`src/rtl/rf_wb_scheduler_if.sv`:
```
// Writeback scheduler bundle: two writeback requesters, issue/hazard query, regfile write port.
// Pure wiring; master drives requests/queries, slave (the scheduler) answers.
// Backpressure via a_ready/b_ready returned on the slave side.
interface rf_wb_scheduler_if;
  logic        a_valid;
  logic        a_ready;
  logic [4:0]  a_rd;
  logic [31:0] a_data;
  logic        b_valid;
  logic        b_ready;
  logic [4:0]  b_rd;
  logic [31:0] b_data;
  logic        iss_valid;
  logic [4:0]  iss_rd;
  logic [4:0]  chk_rs1;
  logic [4:0]  chk_rs2;
  logic        hazard;
  logic        RegWrite;
  logic [4:0]  rd;
  logic [31:0] write_data;
  logic [31:0] pending;

  modport master (
    output a_valid, a_rd, a_data,
    output b_valid, b_rd, b_data,
    output iss_valid, iss_rd, chk_rs1, chk_rs2,
    input  a_ready, b_ready, hazard, RegWrite, rd, write_data, pending
  );

  modport slave (
    input  a_valid, a_rd, a_data,
    input  b_valid, b_rd, b_data,
    input  iss_valid, iss_rd, chk_rs1, chk_rs2,
    output a_ready, b_ready, hazard, RegWrite, rd, write_data, pending
  );
endinterface

```
`src/rtl/rf_wb_scheduler.sv`:
```
// Arbitrates ALU (A) and load (B) writebacks onto one regfile port and tracks pending destinations.
// Latency: grant is combinational, RegWrite/rd/write_data registered 1 cycle after the transfer.
// Backpressure: at most one of a_ready/b_ready per cycle; WB_RR_EN selects round-robin, else A-priority with B starvation guard.
module rf_wb_scheduler #(
  parameter int STARVE_LIMIT = 3
) (
  input  logic            clk,
  input  logic            rst,
  rf_wb_scheduler_if.slave wb
);

  logic        a_win;
  logic        a_go;
  logic        b_go;
  logic        xfer;
  logic [4:0]  g_rd;
  logic [31:0] g_data;
  logic [31:0] pending_q;
  logic [31:0] pending_d;
  logic        reg_write_q;
  logic [4:0]  rd_q;
  logic [31:0] wd_q;
  logic        hz1;
  logic        hz2;

`ifdef WB_RR_EN
  // last_b=1 means B was granted the last conflict, so A takes the next one.
  logic last_b;
  assign a_win = last_b;

  always_ff @(posedge clk) begin
    if (rst)
      last_b <= 1'b1;
    else if (wb.a_valid && wb.b_valid)
      last_b <= b_go;
  end
`else
  localparam int CW = $clog2(STARVE_LIMIT + 2);
  logic [CW-1:0] starve_cnt;
  assign a_win = (int'(starve_cnt) < STARVE_LIMIT);

  // Counts consecutive cycles B was valid but denied; saturates at the limit.
  always_ff @(posedge clk) begin
    if (rst || b_go || !wb.b_valid)
      starve_cnt <= '0;
    else if (int'(starve_cnt) < STARVE_LIMIT)
      starve_cnt <= starve_cnt + CW'(1);
  end
`endif

  assign a_go   = !rst && wb.a_valid && (!wb.b_valid || a_win);
  assign b_go   = !rst && wb.b_valid && !(wb.a_valid && a_win);
  assign xfer   = a_go || b_go;
  assign g_rd   = a_go ? wb.a_rd   : wb.b_rd;
  assign g_data = a_go ? wb.a_data : wb.b_data;

  assign wb.a_ready = a_go;
  assign wb.b_ready = b_go;

  always_ff @(posedge clk) begin
    if (rst) begin
      reg_write_q <= 1'b0;
      rd_q        <= '0;
      wd_q        <= '0;
    end else if (xfer) begin
      reg_write_q <= (g_rd != 5'd0);
      rd_q        <= g_rd;
      wd_q        <= g_data;
    end else begin
      reg_write_q <= 1'b0;
    end
  end

  // Issue is applied after the writeback clear so a same-cycle set survives.
  always_comb begin
    pending_d = pending_q;
    if (xfer)
      pending_d[g_rd] = 1'b0;
    if (wb.iss_valid)
      pending_d[wb.iss_rd] = 1'b1;
    pending_d[0] = 1'b0;
  end

  always_ff @(posedge clk) begin
    if (rst)
      pending_q <= '0;
    else
      pending_q <= pending_d;
  end

  // The registered write is not yet visible in the regfile, so it counts as a hazard too.
  always_comb begin
    hz1 = (wb.chk_rs1 != 5'd0) &&
          (pending_q[wb.chk_rs1] || (reg_write_q && (rd_q == wb.chk_rs1)));
    hz2 = (wb.chk_rs2 != 5'd0) &&
          (pending_q[wb.chk_rs2] || (reg_write_q && (rd_q == wb.chk_rs2)));
  end

  assign wb.hazard     = hz1 || hz2;
  assign wb.RegWrite   = reg_write_q;
  assign wb.rd         = rd_q;
  assign wb.write_data = wd_q;
  assign wb.pending    = pending_q;

endmodule

```
`src/flat_wrapper.sv`:
```
// flat-port wrapper written by rule: the top's interface ports become plain ports
module rf_wb_scheduler_flat 
#(
  parameter int STARVE_LIMIT = 3
)
  (clk, rst, wb_a_valid, wb_a_rd, wb_a_data, wb_b_valid, wb_b_rd, wb_b_data, wb_iss_valid, wb_iss_rd, wb_chk_rs1, wb_chk_rs2, wb_a_ready, wb_b_ready, wb_hazard, wb_RegWrite, wb_rd, wb_write_data, wb_pending);
  rf_wb_scheduler_if wb_i ();
  input  logic clk;
  input  logic rst;
  input wire logic [$bits(wb_i.a_valid)-1:0] wb_a_valid;
  input wire logic [$bits(wb_i.a_rd)-1:0] wb_a_rd;
  input wire logic [$bits(wb_i.a_data)-1:0] wb_a_data;
  input wire logic [$bits(wb_i.b_valid)-1:0] wb_b_valid;
  input wire logic [$bits(wb_i.b_rd)-1:0] wb_b_rd;
  input wire logic [$bits(wb_i.b_data)-1:0] wb_b_data;
  input wire logic [$bits(wb_i.iss_valid)-1:0] wb_iss_valid;
  input wire logic [$bits(wb_i.iss_rd)-1:0] wb_iss_rd;
  input wire logic [$bits(wb_i.chk_rs1)-1:0] wb_chk_rs1;
  input wire logic [$bits(wb_i.chk_rs2)-1:0] wb_chk_rs2;
  output wire logic [$bits(wb_i.a_ready)-1:0] wb_a_ready;
  output wire logic [$bits(wb_i.b_ready)-1:0] wb_b_ready;
  output wire logic [$bits(wb_i.hazard)-1:0] wb_hazard;
  output wire logic [$bits(wb_i.RegWrite)-1:0] wb_RegWrite;
  output wire logic [$bits(wb_i.rd)-1:0] wb_rd;
  output wire logic [$bits(wb_i.write_data)-1:0] wb_write_data;
  output wire logic [$bits(wb_i.pending)-1:0] wb_pending;
  assign wb_i.a_valid = wb_a_valid;
  assign wb_i.a_rd = wb_a_rd;
  assign wb_i.a_data = wb_a_data;
  assign wb_i.b_valid = wb_b_valid;
  assign wb_i.b_rd = wb_b_rd;
  assign wb_i.b_data = wb_b_data;
  assign wb_i.iss_valid = wb_iss_valid;
  assign wb_i.iss_rd = wb_iss_rd;
  assign wb_i.chk_rs1 = wb_chk_rs1;
  assign wb_i.chk_rs2 = wb_chk_rs2;
  assign wb_a_ready = wb_i.a_ready;
  assign wb_b_ready = wb_i.b_ready;
  assign wb_hazard = wb_i.hazard;
  assign wb_RegWrite = wb_i.RegWrite;
  assign wb_rd = wb_i.rd;
  assign wb_write_data = wb_i.write_data;
  assign wb_pending = wb_i.pending;
  rf_wb_scheduler #(.STARVE_LIMIT(STARVE_LIMIT)) u_core (.clk(clk), .rst(rst), .wb(wb_i));
endmodule
```
`config.mk`:
```
export PLATFORM = sky130hd
export DESIGN_NAME = rf_wb_scheduler_flat
export DESIGN_NICKNAME = d
export VERILOG_FILES = /design/src/rtl/rf_wb_scheduler_if.sv /design/src/rtl/rf_wb_scheduler.sv /design/src/flat_wrapper.sv
export SDC_FILE = /design/constraint.sdc
export NUM_CORES = 1
export LEC_CHECK = 0
export ABC_AREA = 1
export CAP_MARGIN = 20
export CORE_ASPECT_RATIO = 1.2
export CORE_MARGIN = 4
export CORE_UTILIZATION = 44
export DETAILED_ROUTE_END_ITERATION = 7
export PLACE_DENSITY_LB_ADDON = 0.25
export SETUP_SLACK_MARGIN = 0.5
export SYNTH_ARGS = -nofsm -noshare
export SYNTH_HDL_FRONTEND = slang
export SYNTH_SLANG_ARGS = --single-unit
```
`constraint.sdc`:
```
create_clock -name clk -period 2 [get_ports clk]
set_input_delay 0.4 -clock clk [delete_from_list [all_inputs] [get_ports clk]]
set_output_delay 0.4 -clock clk [all_outputs]
set_load 0.005 [all_outputs]
```
==> qor.json <==
{
  "cts_htree_levels": {"value": 3},
  "finish.cell_count_without_fillers": {"value": 1053},
  "drt-vias-per-instance": {"value": 6.000},
  "worst-path-stages": {"value": 11},
  "die_h": {"value": 114.8, "unit": "µm"},
  "synth_nets": {"value": 761},
  "critPathMaxFanout": {"value": 3},
  "fin_util": {"value": 0.8767},
  "worst_hold_path.num_cells": {"value": 2},
  "tritoncts": {"value": "yes"},
  "final_nets": {"value": 1024},
  "number_of_port_buffers": {"value": 165},
  "detailed_routing_iterations_pass_1": {"value": 6},
  "wl": {"value": 22930, "unit": "µm"},
  "yosys_register_bits": {"value": 72},
  "worst_r2r_startpoint": {"value": "u_core.starve_cnt[1]"},
  "detail_route.iter0.violations": {"value": 691},
  "cts.sink_count": {"value": 72},
  "fraction_of_final_layout_cells_with_drive_strength_greater_than_1": {"value": 0.3923},
  "worstPathBufferInverterCount": {"value": 2},
  "first_pass_grt_wire_length": {"value": 27670, "unit": "µm"},
  "detail_route.wl_per_cell": {"value": 21.77, "unit": "µm"},
  "gate_count_post_synth": {"value": 666},
  "area_growth_syn_to_layout": {"value": 92.52, "unit": "%"},
  "peak_clock_frequency_supported_by_timing": {"value": 513.8, "unit": "MHz"},
  "clk_pin_slew_worst_paths": {"value": 80, "unit": "ps"},
  "final_slew_violations": {"value": 0},
  "cellInternalPower": {"value": 2.743, "unit": "mW"},
  "worstPathArrival": {"value": 1550, "unit": "ps"},
  "num_rows": {"value": 38},
  "timing.final.setup_violations": {"value": 0},
  "fp.dieArea": {"value": 0.01113, "unit": "mm²"},
  "hold_crit_endpoint": {"value": "u_core.wb.pending[5]"},
  "crit_type": {"value": "flop to primary output"},
  "hold_viol_final": {"value": 0},
  "cts_made_buffers": {"value": 9},
  "slew-limit-headroom": {"value": 0.6059},
  "grt_start_max_net_pins": {"value": 38},
  "io_pins": {"value": 167},
  "post_synth_main_area_contributors": {"value": "sky130_fd_sc_hd__dfxtp_1, sky130_fd_sc_hd__nand2_1, sky130_fd_sc_hd__nand3_1"},
  "antenna_violating_nets_left": {"value": 0},
  "reg2reg_setup_slack": {"value": 170, "unit": "ps"},
  "grt_setup_unrepaired": {"value": "true"},
  "synth_most_common_cell": {"value": "sky130_fd_sc_hd__nand2_1"},
  "max_vdd_drop": {"value": 530.3, "unit": "µV"},
  "synth.yosys.warnings": {"value": 0},
  "cts-hold-fix-buffers": {"value": 0},
  "path_delay_family": {"value": "simple AND/OR/NAND/NOR gates"},
  "power_density": {"value": 507.5, "unit": "mW/mm²"},
  "floorplan.initialDensity": {"value": 0.4554},
  "dieWidth": {"value": 96.97, "unit": "µm"},
  "number_of_antenna_violations_at_the_first_check_in_global_routing": {"value": 0},
  "yosys-top-cells-count": {"value": "sky130_fd_sc_hd__nand2_1, sky130_fd_sc_hd__dfxtp_1, sky130_fd_sc_hd__inv_1"},
  "syn-mean-instance-area": {"value": 6.275, "unit": "µm²"},
  "synth.largest_area_cell": {"value": "sky130_fd_sc_hd__dfxtp_1"},
  "critPathLaunchType": {"value": "flop"},
  "maxCapViolations": {"value": 0},
  "post-synth-top-area-fraction": {"value": 0.3449},
  "synthFlopType": {"value": "sky130_fd_sc_hd__dfxtp_1"},
  "cts_max_path_buffers": {"value": 2},
  "route.detailed.drc": {"value": 0},
  "reg2reg_to": {"value": "u_core.wb.pending[4]"},
  "crit_chain": {"value": "inv_2, nand2_1, nand3_1, nand4_1, nand3_1, nand2_1, nand2_1, nand2_1, nand2_2, nand2_1, buf_2"},
  "ff2ff_path_depth": {"value": 11},
  "total_switching_power": {"value": 1.340, "unit": "mW"},
  "run_status": {"value": "finished clean"},
  "layout_worst_path_cycle_share": {"value": 0.9732},
  "clk_root_buffer_cell": {"value": "sky130_fd_sc_hd__clkbuf_8"},
  "core_area": {"value": 0.009176, "unit": "mm²"},
  "place.detailed.instances": {"value": 984},
  "worstHoldPathType": {"value": "flop to flop"},
  "grt_pass1_vias": {"value": 5592},
  "power.share.clock": {"value": 0.280},
  "critPathMostFrequentCell": {"value": "sky130_fd_sc_hd__nand2_1"},
  "worstSetupEndpointType": {"value": "primary output"},
  "min_period": {"value": 1946, "unit": "ps"},
  "synth.distinct_cells": {"value": 28},
  "finish.instance_area": {"value": 0.008045, "unit": "mm²"},
  "power_frac_comb": {"value": 0.333},
  "grt_util_overall": {"value": 0.3097},
  "holdCritStartpoint": {"value": "u_core.wb.pending[5]"},
  "cp_data_required_time": {"value": 1600, "unit": "ps"},
  "tightestPinTransition": {"value": 586.7, "unit": "ps"},
  "overflow": {"value": 0},
  "detailed_place_hpwl": {"value": 11930, "unit": "µm"},
  "yosysSeqAreaShare": {"value": 0.3449},
  "synth-edff-count": {"value": 0},
  "num_vias": {"value": 6318},
  "worst_path_max_delay_cell": {"value": "sky130_fd_sc_hd__dfxtp_2"},
  "placed_area": {"value": 0.006407, "unit": "mm²"},
  "asyncSetResetFlopFracSynth": {"value": 0},
  "clock_latency": {"value": 360, "unit": "ps"},
  "gp_congestion": {"value": 0.9745},
  "seq_power_share": {"value": 0.387},
  "power.leakage": {"value": 3.953, "unit": "nW"},
  "critical_path.max_stage_delay": {"value": 380, "unit": "ps"},
  "antenna_cells": {"value": 0},
  "synth.cell_area": {"value": 0.004179, "unit": "mm²"},
  "net_sw_frac": {"value": 0.3282},
  "final.setup_skew": {"value": 13.72, "unit": "ps"}
}
==> flip-flops by register name, indices dropped and copies added (netlist names) <==
name,count
u_core.wb.pending,31
u_core.starve_cnt,3
u_core.wb.write_data,32
u_core.wb.RegWrite,1
u_core.wb.rd,5
==> area by class of cell <==
type / instances / area [µm²]
clock buffer: 12 / 135.1
timing repair buffer: 281 / 2784
multi-input combinational: 491 / 3128
sequential: 72 / 1510
inverter: 74 / 294.0
clock inverter: 3 / 43.79
tap: 120 / 150.1
fill: 437 / 1131
==> how the worst max path moves through the flow <==
stage,start,end
floorplan,wb_chk_rs1[0],wb_hazard
global placement,wb_chk_rs1[0],wb_hazard
detailed placement,wb_chk_rs1[0],wb_hazard
CTS,u_core.wb.pending[18],wb_hazard
global route,u_core.wb.pending[30],wb_hazard
finish,u_core.wb.pending[31],wb_hazard
==> per-stage QoR <==
stage          setup WS, ps  setup TNS [ps]  power, mW  hold WS, ps
3_3_place_gp         -795.5           -6212      2.580        465.8
6_report              53.63               0      4.083        506.4
2_1_floorplan         443.0               0      2.013        461.1
5_1_grt              -76.84          -76.84      4.195        513.6
4_1_cts               112.3               0      3.794        474.8
3_5_place_dp         -786.0           -7513      2.599        472.8
==> per-layer routing <==
layer / track usage / share of wire / vias to the layer above
met2: 0.5576 / 0.48 / 588
met5: 0 / 0 / -
li1: - / - / 2669
met3: 0.08920 / 0.11 / 211
met1: 0.3219 / 0.32 / 2850
met4: 0.1835 / 0.093 / 0
==> layout by cell type (no fill, tap or decap), types with 16 or more instances in the layout <==
cell type and n:
sky130_fd_sc_hd__a21oi_2 25, sky130_fd_sc_hd__nand2_4 53, sky130_fd_sc_hd__dfxtp_1 33, sky130_fd_sc_hd__clkdlybuf4s50_1 80
sky130_fd_sc_hd__inv_2 16, sky130_fd_sc_hd__dlygate4sd2_1 69, sky130_fd_sc_hd__nand3_1 34, sky130_fd_sc_hd__nor2_4 18
sky130_fd_sc_hd__inv_1 52, sky130_fd_sc_hd__buf_4 70, sky130_fd_sc_hd__dfxtp_2 31, sky130_fd_sc_hd__a21oi_1 33
sky130_fd_sc_hd__o211ai_1 22, sky130_fd_sc_hd__nand2_2 30, sky130_fd_sc_hd__nand3_2 29, sky130_fd_sc_hd__buf_6 26
sky130_fd_sc_hd__nand2_1 185
==> kinds of logic (layout without fill, tap and decap cells) <==
kind of cell             after synthesis  in the layout  synth area share
multiplexers                           1              1          0.002694
buffers and inverters                103            370            0.1030
adder cells (fa/ha/maj)                1              1          0.002994
AND/OR/NAND/NOR                      381            381            0.3952
flip-flops                            72             72            0.3449
AO/OA/AOI/OAI                        105            105            0.1461
XOR/XNOR                               2              2          0.004192
other                                  1              1         0.0008973
==> worst register-to-register path, delay by kind of cell (launching register included) <==
kind	cells	cell delay [ps]
compound gates	1	60
buf+inv	1	120
flops	1	340
simple gates	9	1190
==> power groups by stage <==
stage	sequential, mW	combinational, mW	clock, mW
2_1_floorplan	1.61	0.408	0
3_3_place_gp	1.60	0.979	0
3_5_place_dp	1.60	0.996	0
4_1_cts	1.57	1.11	1.12
5_1_grt	1.58	1.42	1.19
6_report	1.58	1.36	1.14
==> repair_timing <==
action	in CTS	in global routing
cloned	7	1
resized for setup	263	172
pin swaps	59	98
setup endpoints to repair	139	75
setup buffers	26	20
No activity file was read; power rests on OpenSTA's default activity.
